<file path="src/rtl/hack_pkg.sv">
// Shared Hack-platform types: word and 8-way address widths, RAM8 sequencer states.
package hack_pkg;

    localparam int unsigned WORD_W = 16;

    typedef logic [WORD_W-1:0] word_t;
    typedef logic [2:0]        addr8_t;

    typedef enum logic {
        IDLE,
        CLEAR
    } ram_seq_state_t;

endpackage

</file>
<file path="src/rtl/dmux8way.sv">
// 1-to-8 demultiplexer: routes in to the output selected by sel (0 -> a ... 7 -> h).
module dmux8way (
    input  logic       in,
    input  logic [2:0] sel,
    output logic       a,
    output logic       b,
    output logic       c,
    output logic       d,
    output logic       e,
    output logic       f,
    output logic       g,
    output logic       h
);

    // case matching is exact, so a select with any X/Z bit leaves every output low
    always_comb begin
        {a, b, c, d, e, f, g, h} = '0;
        case (sel)
            3'd0: a = in;
            3'd1: b = in;
            3'd2: c = in;
            3'd3: d = in;
            3'd4: e = in;
            3'd5: f = in;
            3'd6: g = in;
            3'd7: h = in;
            default: ;
        endcase
    end

endmodule

</file>
<file path="src/rtl/ram8_seq.sv">
// 8-word register bank with valid/ready write port, registered read port and
// a self-timed sequencer that clears one word per cycle.
module ram8_seq
    import hack_pkg::*;
#(
    parameter int unsigned      WIDTH     = WORD_W,
    parameter logic [WIDTH-1:0] CLR_VALUE = '0
) (
    input  logic             clk,
    input  logic             rst_n,
    input  logic             wr_valid,
    output logic             wr_ready,
    input  logic [2:0]       wr_addr,
    input  logic [WIDTH-1:0] wr_data,
    input  logic [2:0]       rd_addr,
    output logic [WIDTH-1:0] rd_data,
    input  logic             clr_req,
    output logic             busy
);

    ram_seq_state_t   state;
    logic [2:0]       clr_cnt;
    logic [WIDTH-1:0] mem [8];
    logic [7:0]       ld;
    logic             fire;

    assign wr_ready = (state == IDLE);
    assign busy     = (state == CLEAR);
    assign fire     = wr_valid & wr_ready;

    dmux8way u_dmux (
        .in  (fire),
        .sel (wr_addr),
        .a   (ld[0]),
        .b   (ld[1]),
        .c   (ld[2]),
        .d   (ld[3]),
        .e   (ld[4]),
        .f   (ld[5]),
        .g   (ld[6]),
        .h   (ld[7])
    );

    always_ff @(posedge clk or negedge rst_n) begin
        if (!rst_n) begin
            state   <= IDLE;
            clr_cnt <= '0;
        end else begin
            case (state)
                IDLE: begin
                    if (clr_req) begin
                        state   <= CLEAR;
                        clr_cnt <= '0;
                    end
                end
                CLEAR: begin
                    clr_cnt <= clr_cnt + 3'd1;
                    if (clr_cnt == 3'd7) state <= IDLE;
                end
                default: state <= IDLE;
            endcase
        end
    end

    // Clear and write never coincide: loads only fire while IDLE
    always_ff @(posedge clk or negedge rst_n) begin
        if (!rst_n) begin
            for (int unsigned i = 0; i < 8; i++) mem[i] <= '0;
        end else begin
            for (int unsigned i = 0; i < 8; i++) begin
                if (state == CLEAR && clr_cnt == 3'(i))
                    mem[i] <= CLR_VALUE;
                else if (ld[i])
                    mem[i] <= wr_data;
            end
        end
    end

    always_ff @(posedge clk or negedge rst_n) begin
        if (!rst_n) rd_data <= '0;
        else        rd_data <= mem[rd_addr];
    end

endmodule
</file>
<file path="config.mk">
export PLATFORM = sky130hd
export DESIGN_NAME = ram8_seq
export DESIGN_NICKNAME = d
export VERILOG_FILES = /design/src/rtl/hack_pkg.sv /design/src/rtl/dmux8way.sv /design/src/rtl/ram8_seq.sv
export SDC_FILE = /design/constraint.sdc
export NUM_CORES = 1
export LEC_CHECK = 0
export CORE_MARGIN = 2
export CORE_UTILIZATION = 45
export CTS_BUF_LIST = sky130_fd_sc_hd__clkbuf_4 sky130_fd_sc_hd__clkbuf_8
export DETAILED_ROUTE_END_ITERATION = 10
export GPL_TIMING_DRIVEN = 1
export PLACE_DENSITY = 0.65
export SYNTH_ARGS = -nofsm -noshare
export SYNTH_HDL_FRONTEND = slang
export SYNTH_SLANG_ARGS = --single-unit
</file>
<file path="constraint.sdc">
create_clock -name clk -period 1.65 [get_ports clk]
set_clock_uncertainty 0.1 [all_clocks]
set_input_delay 0.2475 -clock clk [delete_from_list [all_inputs] [get_ports clk]]
set_output_delay 0.2475 -clock clk [all_outputs]
set_load 0.005 [all_outputs]
</file>
==> metrics, run 1 <==
CP peak stage delay=around 0.48 ns; Longest Clk Path Bufs=2; Slew @ Worst Pin=about 0.53 ns; Crit Path Max Fanout=8; initial antenna violation count=0; WP buf/inv=2; Lkg Pwr=around 4.4 nW; # H-tree levels=4; critical-path cell list=buf_6, or4_4, buf_12, mux2i_4; Max rail drop VDD=around 1400 uV; via count=4514; crit start category=flip-flop; final-report setup violation count=0; dpl hpwl=around 10000 um; post-route ant nets=0; Clock Latency Late Sink=0.45 ns; I/O pin cnt=between 40 and 50; number of global-route vias before repair=~5000; Clk pwr share=between 20% and 30%; Die W=between 100 and 150 um; crit-path leading delay family=simple AND/OR/NAND/NOR gates; final instance area=8509 um2; Switch Pwr=just over 4 mW; Reg power frac=between 40 and 50%; power share of the combinational group=between 30% and 40%; max_cap viols=0; minimum clock period=between 1.5 and 2 ns; power density over cell area=around 1500 nW/um2; Mean Syn Cell Area=12.84 um2; post-synthesis register bit count=between 100 and 150; critical path's slowest cell=or4_4; Post-Synthesis Cells=around 540; CP arrival=~1.9 ns; placed insts=just under 800; n_diodes=0; Area after DPL=slightly below 8000 um2; placer congestion estimate=0.7544; unrepaired setup endpoints after global routing=no; fmax=a little over 600 MHz; reg2reg start=busy$_DFF_PN0_; outcome=completed; Non-Filler Instances=roughly 820; Seq/Total Area, Yosys=a little over half; kind of critical path=reg2reg; row cnt=45; drt drc=0; CP endpoint kind=flip-flop; Max Slew Vio Count=0; share of post-route cells with drive strength above 1=between 20% and 30%; WL final=approximately 17000 um; CTS buffer count=17; routed len/inst=between 20 and 25 um; Final Power=about 13 mW; Clock transition at path regs=roughly 0.08 ns; post-synthesis cell type count=27; Sink Count=148; Total GRT Usage=roughly 23%; drt initial violations=approximately 330; Setup TNS Final=0 ns; CTS Root Cell=clkbuf_8; first-pass GRT wire length=~27000 um; Final period util=97.90%; flop2flop setup slack=~0.035 ns; post-layout util=56.39%; Sw Ratio=about a third; die height=between 100 and 150 um; vias per inst=between 5 and 6; CTS tree=done; Int Pwr=between 8 and 9 mW; filler cell count=~1200; yosys warns=0; Critical Path RT=approximately 1.9 ns; Core ar.=approximately 15000 um2; PortBufs=43; syn nets=about 570; Initial Util=45.68%; FF-to-FF End=mem[107]$_DFFE_PN0P_; Layout area overhead=23.45%; mapped cell area=between 6000 and 7000 um2; Detailed Routing Iterations Pass 1=5; nets=~650; grt ovf=0; Max-slew headroom=~65%; Final Hold Fails=0; largest net degree at the start of global routing=51; Die Area=16320 um2; class of the worst hold path=in2async; Reg2Reg Depth=4
-- cells by family (layout without fill, tap and decap cells) --
kind of cell / Yosys count / count (layout) / synth area share (%)
adder cells (fa/ha/maj): 6 / 6 / 1.089
multiplexers: 177 / 177 / 31.80
flip-flops: 148 / 148 / 53.73
buffers and inverters: 50 / 142 / 3.866
AND/OR/NAND/NOR: 153 / 153 / 9.240
AO/OA/AOI/OAI: 3 / 3 / 0.2723
-- sequential cells by signal, indices dropped and copies added (netlist names) --
signal,cells
rd_data,16
busy,1
clr_cnt,3
mem,128
-- layout make-up --
cell class | count | area [um2] | share of cell area (%)
clock buffers | 24 | 311.5 | 3.661
clock inverters | 8 | 122.6 | 1.441
inverters | 21 | 78.83 | 0.9263
multi-input cells | 339 | 2957 | 34.74
flip-flops and latches | 148 | 3704 | 43.52
well taps | 188 | 235.2 | 2.764
repair buffers | 89 | 1101 | 12.94
-- power groups by stage --
| stage | clock network [mW] | registers, mW | logic [mW] |
|---|---|---|---|
| detailed placement | 0 | 5.86 | 3.99 |
| global route | 3.27 | 5.94 | 4.44 |
| CTS | 3.13 | 5.79 | 4.00 |
| finish | 3.08 | 5.78 | 4.06 |
| global placement | 0 | 5.78 | 3.84 |
| floorplan | 0 | 5.62 | 2.35 |
-- cells in the final DEF, fill, tap and decap left out, types with 3 or more instances in the layout --
cell | Yosys | layout
clkinvlp_4 | 0 | 3
mux4_2 | 32 | 32
clkbuf_4 | 0 | 3
clkdlybuf4s50_1 | 0 | 24
mux2_2 | 16 | 16
dlygate4sd2_1 | 0 | 13
clkbuf_8 | 0 | 21
nand3b_1 | 4 | 4
mux2i_1 | 129 | 126
nand3_1 | 5 | 5
dlymetal6s2s_1 | 0 | 3
buf_6 | 7 | 5
nand2_1 | 133 | 132
bufinv_16 | 0 | 3
buf_4 | 6 | 17
dfrtp_1 | 148 | 148
ha_1 | 6 | 6
inv_1 | 20 | 20
buf_12 | 0 | 23
-- stage by stage --
stage	worst slack [ns]	hold WS, ns
after floorplan	0.03643	-0.1481
after global placement	-0.2110	0.1390
after detailed placement	-0.2501	0.1516
after CTS	0.002101	0.2145
after global routing	0.002510	0.2364
final	0.03457	0.2151
-- routing by layer --
metal / share of wire [%] / GRT usage [%]
met4: 1.8 / 9.244
met1: 45 / 30.40
met5: 0 / 0
met3: 3.3 / 3.715
met2: 50 / 37.06
-- worst max path at each step --
stage | start | to | slack [ns] | cells past startpoint
finish | busy$_DFF_PN0_ | mem[107]$_DFFE_PN0P_ | 0.03 | 4
floorplan | busy$_DFF_PN0_ | mem[10]$_DFFE_PN0P_ | 0.04 | 4
global placement | rd_addr[2] | rd_data[3]$_DFF_PN0_ | -0.21 | 4
detailed placement | wr_valid | mem[109]$_DFFE_PN0P_ | -0.25 | 5
global route | rd_data[10]$_DFF_PN0_ | rd_data[10] | 0.003 | 1
CTS | rd_data[9]$_DFF_PN0_ | rd_data[9] | 0.002 | 1
-- worst register-to-register path, cell delays in order, from the launching register on --
cell	delay (ns)
dfrtp_1	0.41
buf_6	0.14
or4_4	0.48
buf_12	0.19
mux2i_4	0.19
-- cells in the mapped netlist, drive strengths merged --
cell    count  area, um2
dfrtp     148       3704
nand2     134      505.5
mux2i     129       1291
mux4       32      720.7
inv        20      75.07
buf        19      150.1
mux2       16      180.2
clkbuf     10      37.54
ha          6      75.07
nand3       6      35.03
nand3b      4      30.03
nor2        3      16.26
or3         2      12.51
clkinv      1      3.750
nand2b      1      6.260
nor3        1      16.27
nor3b       1      7.510
o21ai       1      5.000
o22ai       1      6.260
o31ai       1      7.510
or4         1      7.510
-- what timing repair did --
action,4_1_cts,5_1_grt
cloned,0,2
endpoints found under the hold margin,43,0
hold buffers,1,0
buffers inserted,3,2
setup endpoints to repair,14,39
pin swaps,0,2
resized for setup,21,12
No activity file was read; power rests on OpenSTA's default activity.
==> run 2: changes to the inputs <==
- PLACE_DENSITY: 0.65 -> 0.66
- SYNTH_HIERARCHICAL: default -> 1
==> run 2 against run 1 <==
- the run now ends with negative setup slack left
- count of clock-buffer cells in the layout fell by 4
- first-iteration DRC count is 18% lower
- final cell count is 0.86% lower
- worst hold slack lost 0.036 ns
- non-clock buffer count down 9
- sequential power is 3% lower
- largest cell class unchanged
==> metrics, run 2 <==
outcome=finished with violations; failing checks=negative setup slack; nets=about 620; met3 GRT Util=under 10%; Max-slew headroom=a little under three quarters; Final Power=about 12 mW; Max rail drop VDD=between 500 and 600 uV; met2 usage=between 30% and 40%; drt initial violations=273; Mean Syn Cell Area=~13 um2; commonest cells in the netlist=dfrtp_1 (148), mux2i_1 (128), nor2_1 (128), mux4_1 (28), buf_1 (20); Top Registers=mem: 128 flops, rd_data: 16 flops, clr_cnt: 3 flops; Post-Synthesis Cells=roughly 550; Longest Clk Path Bufs=2; minimum clock period=approximately 1.7 ns; power density over cell area=~1400 nW/um2; Initial Util=46.15%; drt drc=0; Die W=129.1 um; routed len/inst=about 21 um; Non-Filler Instances=810; Setup TNS Final=-3.363 ns; Die Area=between 15000 and 20000 um2; commonest non-fill, non-tap cell in the layout=dfrtp_1; Core ar.=15260 um2; final-report setup violation count=80; placed insts=767; M1 GR Usage=between 20 and 30%; row cnt=45; Reg2Reg Depth=6; vias per inst=roughly 5.5; Critical Path RT=1.89 ns; CP endpoint kind=flip-flop; dpl hpwl=between 9000 and 10000 um; busiest metal layer after global routing=met2; CTS Root Cell=clkbuf_8; crit path from=busy$_DFF_PN0_; first-pass GRT wire length=roughly 26000 um; CTS buffer count=17; reg2reg start=busy$_DFF_PN0_; Post-synth EDFFs=0; fmax=between 500 and 600 MHz; largest net degree at the start of global routing=51; Clock transition at path regs=approximately 0.080 ns; kind of critical path=reg2reg; Crit Path Max Fanout=8; Critical Path Sink=mem[58]$_DFFE_PN0P_; via count=~4400; number of global-route vias before repair=4596; top post-synthesis cells by area=dfrtp_1 (53%), mux2i_1 (18%), mux4_1 (10%); Seq/Total Area, Yosys=52.59%; post-synthesis cell type count=29; Final Hold Fails=0; max reg flops=~130; flop2flop setup slack=-0.1 ns; # H-tree levels=4; n_diodes=0; post-route ant nets=0; mapped cell area=between 7000 and 8000 um2; FF-to-FF End=mem[58]$_DFFE_PN0P_; post-synthesis register bit count=148; Max Slew Vio Count=0; Sink Count=about 150; WL final=~17000 um; unrepaired setup endpoints after global routing=yes; CP arrival=a little under 2 ns; yosys warns=6; die height=approximately 130 um; Final period util=105.8%; Slew @ Worst Pin=~0.42 ns; Lkg Pwr=between 4 and 5 nW; Synth top area share=52.59%; Total GRT Usage=21.39%; syn nets=slightly below 600; Layout area overhead=22.30%; leading area contributor after synthesis=dfrtp_1; Clock Latency Late Sink=~0.45 ns; Detailed Routing Iterations Pass 1=4; max_cap viols=0; class of the worst hold path=in2async; Place WS=-0.3056 ns; most frequent cells in the layout=dfrtp_1 (147), nor2_1 (128), mux2i_1 (124), mux4_1 (28), buf_12 (26); crit start category=flip-flop; Main synth FF type=dfrtp_1; PortBufs=43; grt ovf=0; share of post-route cells with drive strength above 1=between 10% and 20%; count leader, synth=dfrtp_1; Async SR Flop Fraction=100.0%; I/O pin cnt=44; initial antenna violation count=0; Biggest register=mem; CTS tree=done; Final WS setup=-0.09574 ns; placer congestion estimate=0.7463
==> run 2: changes by cell type in the layout (fill, tap and decap cells not counted), sizes merged, moves of 2 or more <==
| cell | previous run | this run |
|---|---|---|
| nor2 | 3 | 128 |
| and4b | 0 | 3 |
| nand3b | 4 | 0 |
| and4bb | 0 | 3 |
| or3 | 2 | 0 |
| nand2 | 134 | 1 |
| nand3 | 6 | 0 |
| and3b | 0 | 3 |
| and2 | 0 | 2 |
| and3 | 0 | 3 |
| buf | 46 | 34 |
| inv | 21 | 6 |
==> run 2: area by class of cell <==
cell class / count / area, um2
Tap cell: 211 / 264.0
Multi-Input combinational cell: 335 / 3087
Sequential cell: 148 / 3705
Inverter: 4 / 17.52
Timing Repair Buffer: 80 / 1095
Clock inverter: 12 / 175.2
Fill cell: 1241 / 6646
Clock buffer: 20 / 269.0
==> run 2: cells by family after synthesis <==
kind of cell / share of synthesized area [%]
AOI/OAI and AO/OA: 0.3377
muxes: 32.48
DFF: 52.59
adders and majority gates: 1.066
buffers and inverters: 4.086
and+or+nand+nor: 9.435
==> run 2: how the worst min path moves through the flow <==
stage / cells after the start / end / from / slack (ns)
after floorplan: 0 / busy$_DFF_PN0_ / rst_n / -0.15
after global placement: 1 / rd_data[15]$_DFF_PN0_ / rst_n / 0.09
after detailed placement: 1 / rd_data[15]$_DFF_PN0_ / rst_n / 0.1
after CTS: 2 / mem[80]$_DFFE_PN0P_ / rst_n / 0.18
after global routing: 2 / mem[32]$_DFFE_PN0P_ / rst_n / 0.20
final: 2 / mem[80]$_DFFE_PN0P_ / rst_n / 0.18
==> run 2: timing repair <==
item,in CTS,in global routing
setup endpoints to repair,30,134
setup buffers,4,2
pin swaps,0,4
endpoints found under the hold margin,90,0
cloned,0,4
hold buffers,1,0
resized for setup,17,17
==> run 2: per-stage QoR <==
step	hold WS (ns)	util (%)	cell area [um2]
after floorplan	-0.1481	-	7186
after global placement	0.09434	52.32	7984
after detailed placement	0.09980	52.32	7984
after CTS	0.1767	55.48	8466
after global routing	0.1957	56.44	8612
final	0.1787	56.44	8612
==> run 2: critical path, stage by stage, from the launching register on <==
cell,delay (ns)
dfrtp_2,0.41
buf_6,0.12
nor2b_4,0.16
and4bb_2,0.37
clkbuf_16,0.21
mux2i_1,0.21
nor2_1,0.06
==> run 2: where the power goes <==
part           internal (mW)  switching [mW]
clock network           1.75            1.37
logic                   1.87            1.71
registers               4.93           0.663
total                   8.54            3.73
==> run 2: routing by layer <==
metal | wire [um] | share of wire [%]
met5 | 0 | 0
met4 | 284 | 1.7
met3 | 794 | 4.7
met2 | 8353 | 49
met1 | 7553 | 44
